## config.mk

```make
export PLATFORM = sky130hd
export DESIGN_NAME = wired_bus_arbiter
export DESIGN_NICKNAME = d
export VERILOG_FILES = /design/src/rtl/wired_bus_pkg.sv /design/src/rtl/wired_resolve.sv /design/src/rtl/wired_bus_arbiter.sv
export SDC_FILE = /design/constraint.sdc
export NUM_CORES = 1
export LEC_CHECK = 0
export ABC_CLOCK_PERIOD_IN_PS = 3800
export CORE_MARGIN = 3
export CORE_UTILIZATION = 35
export CTS_BUF_LIST = sky130_fd_sc_hd__clkbuf_2 sky130_fd_sc_hd__clkbuf_4 sky130_fd_sc_hd__clkbuf_8
export CTS_CLUSTER_SIZE = 28
export DETAILED_ROUTE_END_ITERATION = 12
export PLACE_DENSITY = 0.61
export SETUP_SLACK_MARGIN = 0.3
export SYNTH_ARGS = -nofsm -noshare
export SYNTH_HDL_FRONTEND = slang
export SYNTH_SLANG_ARGS = --single-unit
```

## constraint.sdc

```tcl
create_clock -name clk -period 3.8 [get_ports clk]
set_input_delay 0.38 -clock clk [delete_from_list [all_inputs] [get_ports clk]]
set_output_delay 0.38 -clock clk [all_outputs]
set_load 0.03 [all_outputs]
```

## src/rtl/wired_bus_pkg.sv

```systemverilog
// Shared definitions for the wired-logic bus arbiter.
// Contents: FSM state encoding and the two dominant-level encodings.
package wired_bus_pkg;

  typedef enum logic [1:0] {
    IDLE = 2'd0,
    ARB  = 2'd1,
    DONE = 2'd2
  } state_t;

  // Dominant level: DOM_LOW gives wired-AND, DOM_HIGH gives wired-OR.
  localparam logic DOM_LOW  = 1'b0;
  localparam logic DOM_HIGH = 1'b1;

endpackage

```

## src/rtl/wired_resolve.sv

```systemverilog
// Combinational N-input wired-AND / wired-OR line resolver.
// Ports: drv  - one drive level per channel
//        res_c - resolved line level (AND when DOMINANT=0, OR when DOMINANT=1)
module wired_resolve
  import wired_bus_pkg::*;
#(
  parameter int unsigned N        = 4,
  parameter logic        DOMINANT = DOM_LOW
) (
  input  logic [N-1:0] drv,
  output logic         res_c
);

  // A single dominant driver pulls the whole line to the dominant level.
  if (DOMINANT == DOM_LOW) begin : g_wand
    assign res_c = &drv;
  end else begin : g_wor
    assign res_c = |drv;
  end

endmodule

```

## src/rtl/wired_bus_arbiter.sv

```systemverilog
// Bit-serial wired-logic arbiter: channels shift IDs MSB first onto a shared
// line and drop out when they drive recessive but read dominant.
// Ports: clk, rst (sync, active-high); start/req/id request a round;
//        bus - resolved line (combinational from state); busy - round running;
//        done - one-cycle completion pulse; grant/win_id - held winner;
//        lost - channels eliminated in the current round.
module wired_bus_arbiter
  import wired_bus_pkg::*;
#(
  parameter int unsigned N_CH     = 4,
  parameter int unsigned ID_W     = 4,
  parameter logic        DOMINANT = DOM_LOW
) (
  input  logic                 clk,
  input  logic                 rst,
  input  logic                 start,
  input  logic [N_CH-1:0]      req,
  input  logic [N_CH*ID_W-1:0] id,
  output logic                 bus,
  output logic                 busy,
  output logic                 done,
  output logic [N_CH-1:0]      grant,
  output logic [ID_W-1:0]      win_id,
  output logic [N_CH-1:0]      lost
);

  localparam int unsigned CNT_W = (ID_W > 1) ? $clog2(ID_W) : 1;

  state_t                       state, state_nxt;
  logic                         accept;
  logic [N_CH-1:0]              active;
  logic [N_CH-1:0][ID_W-1:0]    sh;
  logic [CNT_W-1:0]             cnt;
  logic [ID_W-1:0]              id_acc;
  logic [N_CH-1:0]              drive;
  logic [N_CH-1:0]              mism;
  logic [N_CH-1:0]              surv;
  logic [N_CH-1:0]              first;

  // Per-channel drive: MSB of the shift register while active, recessive otherwise.
  always_comb begin
    drive = {N_CH{~DOMINANT}};
    for (int c = 0; c < N_CH; c++) begin
      if ((state == ARB) && active[c]) drive[c] = sh[c][ID_W-1];
    end
  end

  wired_resolve #(.N(N_CH), .DOMINANT(DOMINANT)) u_resolve (
    .drv   (drive),
    .res_c (bus)
  );

  // Elimination and lowest-index tie-break among the survivors.
  always_comb begin
    mism = '0;
    for (int c = 0; c < N_CH; c++) begin
      mism[c] = active[c] & (sh[c][ID_W-1] ^ bus);
    end
    surv  = active & ~mism;
    first = surv & (~surv + N_CH'(1));
  end

  // Next-state logic.
  always_comb begin
    state_nxt = state;
    accept    = 1'b0;
    case (state)
      IDLE: begin
        if (start && (|req)) begin
          accept    = 1'b1;
          state_nxt = ARB;
        end
      end
      ARB:     if (cnt == '0) state_nxt = DONE;
      DONE:    state_nxt = IDLE;
      default: state_nxt = IDLE;
    endcase
  end

  // State, datapath and registered outputs.
  always_ff @(posedge clk) begin
    if (rst) begin
      state  <= IDLE;
      busy   <= 1'b0;
      done   <= 1'b0;
      grant  <= '0;
      win_id <= '0;
      lost   <= '0;
      active <= '0;
      sh     <= '0;
      cnt    <= '0;
      id_acc <= '0;
    end else begin
      state <= state_nxt;
      busy  <= (state_nxt == ARB);
      done  <= (state_nxt == DONE);
      case (state)
        IDLE: begin
          if (accept) begin
            active <= req;
            sh     <= id;
            grant  <= '0;
            win_id <= '0;
            lost   <= '0;
            cnt    <= CNT_W'(ID_W - 1);
            id_acc <= '0;
          end
        end
        ARB: begin
          active <= surv;
          lost   <= lost | mism;
          for (int c = 0; c < N_CH; c++) sh[c] <= sh[c] << 1;
          cnt    <= cnt - CNT_W'(1);
          // The winner always matches the line, so the bus history is its ID.
          id_acc <= (id_acc << 1) | ID_W'(bus);
          if (cnt == '0) begin
            grant  <= first;
            win_id <= (id_acc << 1) | ID_W'(bus);
            lost   <= lost | mism | (surv & ~first);
          end
        end
        default: ;
      endcase
    end
  end

endmodule

```

After elaboration in Yosys (flattened, before gate mapping). Cells that the tools add are included.

Add/sub/neg operators: 2. Multiplexer cells: 23. Eq/ne operators: 5. Reductions and logical operators: 12. Bitwise logic cells: 17.

Operators by type and width (number): $pmux 16 s2 (1); $pmux 4 s2 (4); $mux 4 (5); $mux 16 (1); $and 4x4->4 (3); $not 4->4 (3); $or 4x4->4 (2); $pmux 2 s2 (2); $mux 1 (6); $mux 2 (3); $pmux 3 s2 (1); $logic_and 1x1->1 (5); $add 4x1->4 const B (1); $and 1x1->1 (4); $eq 2x1->1 const B (2); $logic_not 2->1 (2); $or 4x1->4 (1); $reduce_and 4->1 (1); $reduce_or 4->1 (1); $xor 1x1->1 (4); $reduce_and 3->1 (1); $eq 2x2->1 const B (1); $ne 2x1->1 const B (1); $ne 2x2->1 const B (1); other kinds (3) (3).

Bits in registers: 41. Output and inout bits: 15. Logic and storage cells: 72.

Longest topological paths before layout.
Word-level depth: 16. Mapped depth: 6. Depth with buffers taken out: 6.

By module. From an unflattened synthesis, not the netlist that was laid out.

Cells, all modules: 208. Area total of the unflattened synthesis: 1790.5 µm².

By module, submodules not included: wired_bus_arbiter (cells each 207, times used 1, area an instance 1781.7 µm²); wired_resolve (cells each 1, times used 1, area an instance 8.8 µm²).

Worst setup path before layout. OpenSTA, ideal clock, no wires.

Path type: reg-to-reg. From: register sh[3] in the netlist's numbering. To: register grant[1]. Period minus slack after synthesis: 1791 ps. Stages on the path, launching flop included: 7. Path buffers: 1. Setup time: 67 ps. Setup slack: 2009 ps. Data arrival time: 1724 ps. Path through: dfxtp_1 > buf_4 > nor2b_4 > o41ai_4 > mux2i_1 > or3_1 > a21oi_2.

Longest elaborated chain between the ends: 11. Elaborated cells on any way between the ends: 13. Classes of those cells: 1 x add/sub; 3 x mux; 8 x bitwise; 1 x reduce/logical.

Ends and longest elaborated chain: from (decl) (RTL line wired_bus_arbiter.sv:32) `logic [N_CH-1:0][ID_W-1:0] sh;`; from (signal assigned) (RTL line wired_bus_arbiter.sv:101) `sh <= id;`; $mux 1 (*) (RTL line wired_bus_arbiter.sv:44) `if ((state == ARB) && active[c]) drive[c] = sh[c][ID_W-1];`; $reduce_and 4->1 (*) (RTL line wired_resolve.sv:16) `assign res_c = &drv;`; net bus (RTL line wired_bus_arbiter.sv:19) `output logic bus,`; $xor 1x1->1 (RTL line wired_bus_arbiter.sv:57) `mism[c] = active[c] & (sh[c][ID_W-1] ^ bus);`; $and 1x1->1 (RTL line wired_bus_arbiter.sv:57); $not 4->4 (*) (RTL line wired_bus_arbiter.sv:59) `surv = active & ~mism;`; $and 4x4->4 (*) (RTL line wired_bus_arbiter.sv:59); $not 4->4 (RTL line wired_bus_arbiter.sv:60) `first = surv & (~surv + N_CH'(1));`; $add 4x1->4 (RTL line wired_bus_arbiter.sv:60); $and 4x4->4 (*) (RTL line wired_bus_arbiter.sv:60); $mux 4 (*) (RTL line wired_bus_arbiter.sv:116) `if (cnt == '0) begin`; $pmux 4 s2 (*) (RTL line wired_bus_arbiter.sv:97) `case (state)`; to (signal assigned) (RTL line wired_bus_arbiter.sv:117) `grant <= first;`; to (decl) (RTL line wired_bus_arbiter.sv:22) `output logic [N_CH-1:0] grant,`.

Mark *: on every way through the listed nets, which the timed path passes. The rest lies on a longest branch. The select of a mux whose other input is x is not followed. A chain may end at the register's enable or synchronous reset.

Final worst setup path.
From: register sh[3] in the netlist's numbering. To: output port bus.

Longest elaborated chain between the ends: 2.

Ends and longest elaborated chain (RTL line): $mux 1 (wired_bus_arbiter.sv:44); $reduce_and 4->1 (wired_resolve.sv:16); to (decl) (wired_bus_arbiter.sv:19).

No other way between the ends.

==> results.sh <==
export IMPL_setup_viol=0
export IMPL_ys_ff_latch=41
export IMPL_root_buffer="clkbuf_8"
export IMPL_yosys_cell_types_count=44
export IMPL_start_kind="flop"
export IMPL_grt_use_total_pct=14.3
export IMPL_dr_pass1_iters=4
export IMPL_critPathKind="reg2out"
export IMPL_outcome="finished clean"
export IMPL_drive_gt1_share_pct=8.44
export IMPL_hold_viol_final=0
export IMPL_synth_warnings=0
export IMPL_avgSynthCellArea_sq_um=9.24
export IMPL_rows=26
export IMPL_switching_share_pct=29.0
export IMPL_drc=0
export IMPL_final_setup_skew_ns=0.0120
export IMPL_crit_path_max_fanout=7
export IMPL_p_leak_uw=0.000868
export IMPL_clock_sinks=41
export IMPL_power_internal_uw=699
export IMPL_rsz0062_at_grt="false"
export IMPL_place_area_sq_um=2300
export IMPL_arrival_ns=2.10
export IMPL_insertion_delay_ns=0.29
export IMPL_initial_core_util_pct=36.4
export IMPL_timing_fmax_mhz=403
export IMPL_grt_first_pass_wirelength_microns=7070
export IMPL_syn_num_nets=228
export IMPL_cp_required_ns=3.42
export IMPL_cap_violations=0
export IMPL_p_per_area_nw_per_um2=413
export IMPL_async_flop_share_pct=0
export IMPL_fp_coreArea_sq_um=5170
export IMPL_cts_tree="done"
export IMPL_vias=1560
export IMPL_grt_pass1_vias=1496
export IMPL_area_growth_pct=26.6
export IMPL_wl_microns=4310
export IMPL_drtIter0Drc=73
export IMPL_synth_ff_type="dfxtp_1"
export IMPL_fp_dieW_microns=79.4
export IMPL_path_clk_slew_ns=0.08
export IMPL_design_area_sq_um=2390
export IMPL_clockBufferDepth=2
export IMPL_syn_cell_area_sq_um=1880
export IMPL_synth_area_top_cells="dfxtp_1 44%, mux2i_1 7.4%, a211oi_1 5.2%"
export IMPL_clkPwrFrac_pct=29.2
export IMPL_max_slew_margin_pct=39.1
export IMPL_diodes=0
export IMPL_cts_buffers=5
export IMPL_pin_count=38
export IMPL_wl_per_cell_microns=14.0
export IMPL_drtAntennaViolNets=0
export IMPL_hold_class="reg2reg"
export IMPL_setup_tns_ns=0
export IMPL_max_vdd_ir_drop_v=0.000159
export IMPL_tightestPinTransition_ns=0.914
export IMPL_maxSlewViolCount=0
export IMPL_seq_power_share_pct=49.4
export IMPL_ctsHoldBuffers=0
export IMPL_place_ws_ns=1.41
export IMPL_fillCellCount=516
export IMPL_synth_top_area_cell="dfxtp_1"
export IMPL_synth_edf_count=0
export IMPL_synth_top_area_share_pct=43.6
export IMPL_crit_path_end_kind="output pin"
export IMPL_grt_ovfl_total=0
export IMPL_fp_dieH_microns=79.4
export IMPL_htreeDepth=2
export IMPL_layout_nets=261
export IMPL_setup_slack_ns=1.32
export IMPL_period_minus_slack_ns=2.48
export IMPL_grt_max_degree=32
export IMPL_p_total_uw=985
export IMPL_p_switching_uw=286
export IMPL_postSynthCellCount=204
export IMPL_cts_setup_buffers=0
export IMPL_place_congestion=0.841
export IMPL_share_comb_of_total_power_pct=21.4
export IMPL_synth_seq_area_share_pct=43.6
export IMPL_avgViaCountPerCell=5.08
export IMPL_grt_antenna_before_repair=0
export IMPL_cts_repair_resized=0
export IMPL_io_buffers=37
export IMPL_fin_crit_sh_pct=65.4
export IMPL_dpl_hpwl_microns=3040
export IMPL_dieArea_sq_um=6300
synthesized netlist by cell type (2+ instances only):
library cell	instances
nor2b_1	2
a2bb2oi_1	2
and3_1	2
a21oi_1	13
mux2i_1	14
nor2b_4	2
nor2_1	24
nand2_1	16
inv_1	4
nand3_1	4
o21ai_0	3
nor3b_1	2
buf_4	3
a211oi_1	13
clkbuf_1	8
buf_2	2
a22oi_1	13
nand2b_1	3
nor3_1	6
dfxtp_1	41
xnor2_1	4
power groups by stage:
stage	combinational (uW)	sequential, uW	clock [uW]
final	210	487	288
after detailed placement	211	497	0
after CTS	212	487	297
after floorplan	151	492	0
after global placement	210	497	0
after global routing	230	491	313
sequential cells by signal, indices dropped and copies added (netlist names):
signal	cells
state	2
grant	4
active	4
cnt	2
lost	4
done	1
id_acc	3
sh	16
busy	1
win_id	4
path summary, 6_finish.rpt:
kind             from        to  slack, ns  depth (start not counted)
max             sh[3]       bus       1.32                          3
min          grant[2]  grant[2]       0.45                          2
max reg2reg  state[0]   lost[3]       1.97                          5
min reg2reg  grant[2]  grant[2]       0.45                          2
kinds of logic after synthesis:
group | Yosys count | synth area share, %
DFF | 41 | 43.6
xor gates and xnor gates | 5 | 2.32
muxes | 14 | 7.44
AOI/OAI and AO/OA | 55 | 21.7
adders and majority gates | 1 | 0.664
buffers and inverters | 18 | 4.71
and+or+nand+nor | 70 | 19.6
cells in the final DEF, fill, tap and decap left out, types with 3 or more instances in the layout:
cell type / instances
dfxtp_1: 41
clkdlybuf4s50_1: 37
nor2_1: 24
nand2_1: 16
mux2i_1: 14
a22oi_1: 13
a21oi_1: 13
a211oi_1: 13
nor3_1: 6
clkbuf_8: 6
inv_1: 4
nand3_1: 4
xnor2_1: 4
o21ai_0: 3
nand2b_1: 3
buf_4: 3
final cells by class:
cell class	count	area [sq um]	area share [%]
inverter	4	15.0	0.629
multi-input combinational	145	980	41.1
clock inverter	1	7.51	0.315
sequential	41	821	34.4
tap	70	87.6	3.67
timing repair buffer	40	393	16.5
clock buffer	6	82.6	3.46
layer usage:
metal	vias to the layer above	track usage, %	routed length, microns
met5	-	0	0
met4	0	4.12	49
met3	6	3.95	225
met2	34	22.8	1970
met1	717	18.8	2060
li1	803	-	-
per-stage QoR:
| stage | instances | hold WS (ns) | utilization (%) |
|---|---|---|---|
| floorplan | 204 | 0.431 | - |
| global placement | 300 | 0.440 | 44.4 |
| detailed placement | 300 | 0.446 | 44.4 |
| CTS | 307 | 0.457 | 46.1 |
| global route | 307 | 0.474 | 46.1 |
| finish | 307 | 0.451 | 46.1 |
worst max-delay path: stages, from the launching register on:
cell and delay (ns):
dfxtp_1 0.53, nor2b_4 0.12, o41ai_4 0.42, clkdlybuf4s50_1 0.74
Note: power is estimated with default switching activity, not from simulation.
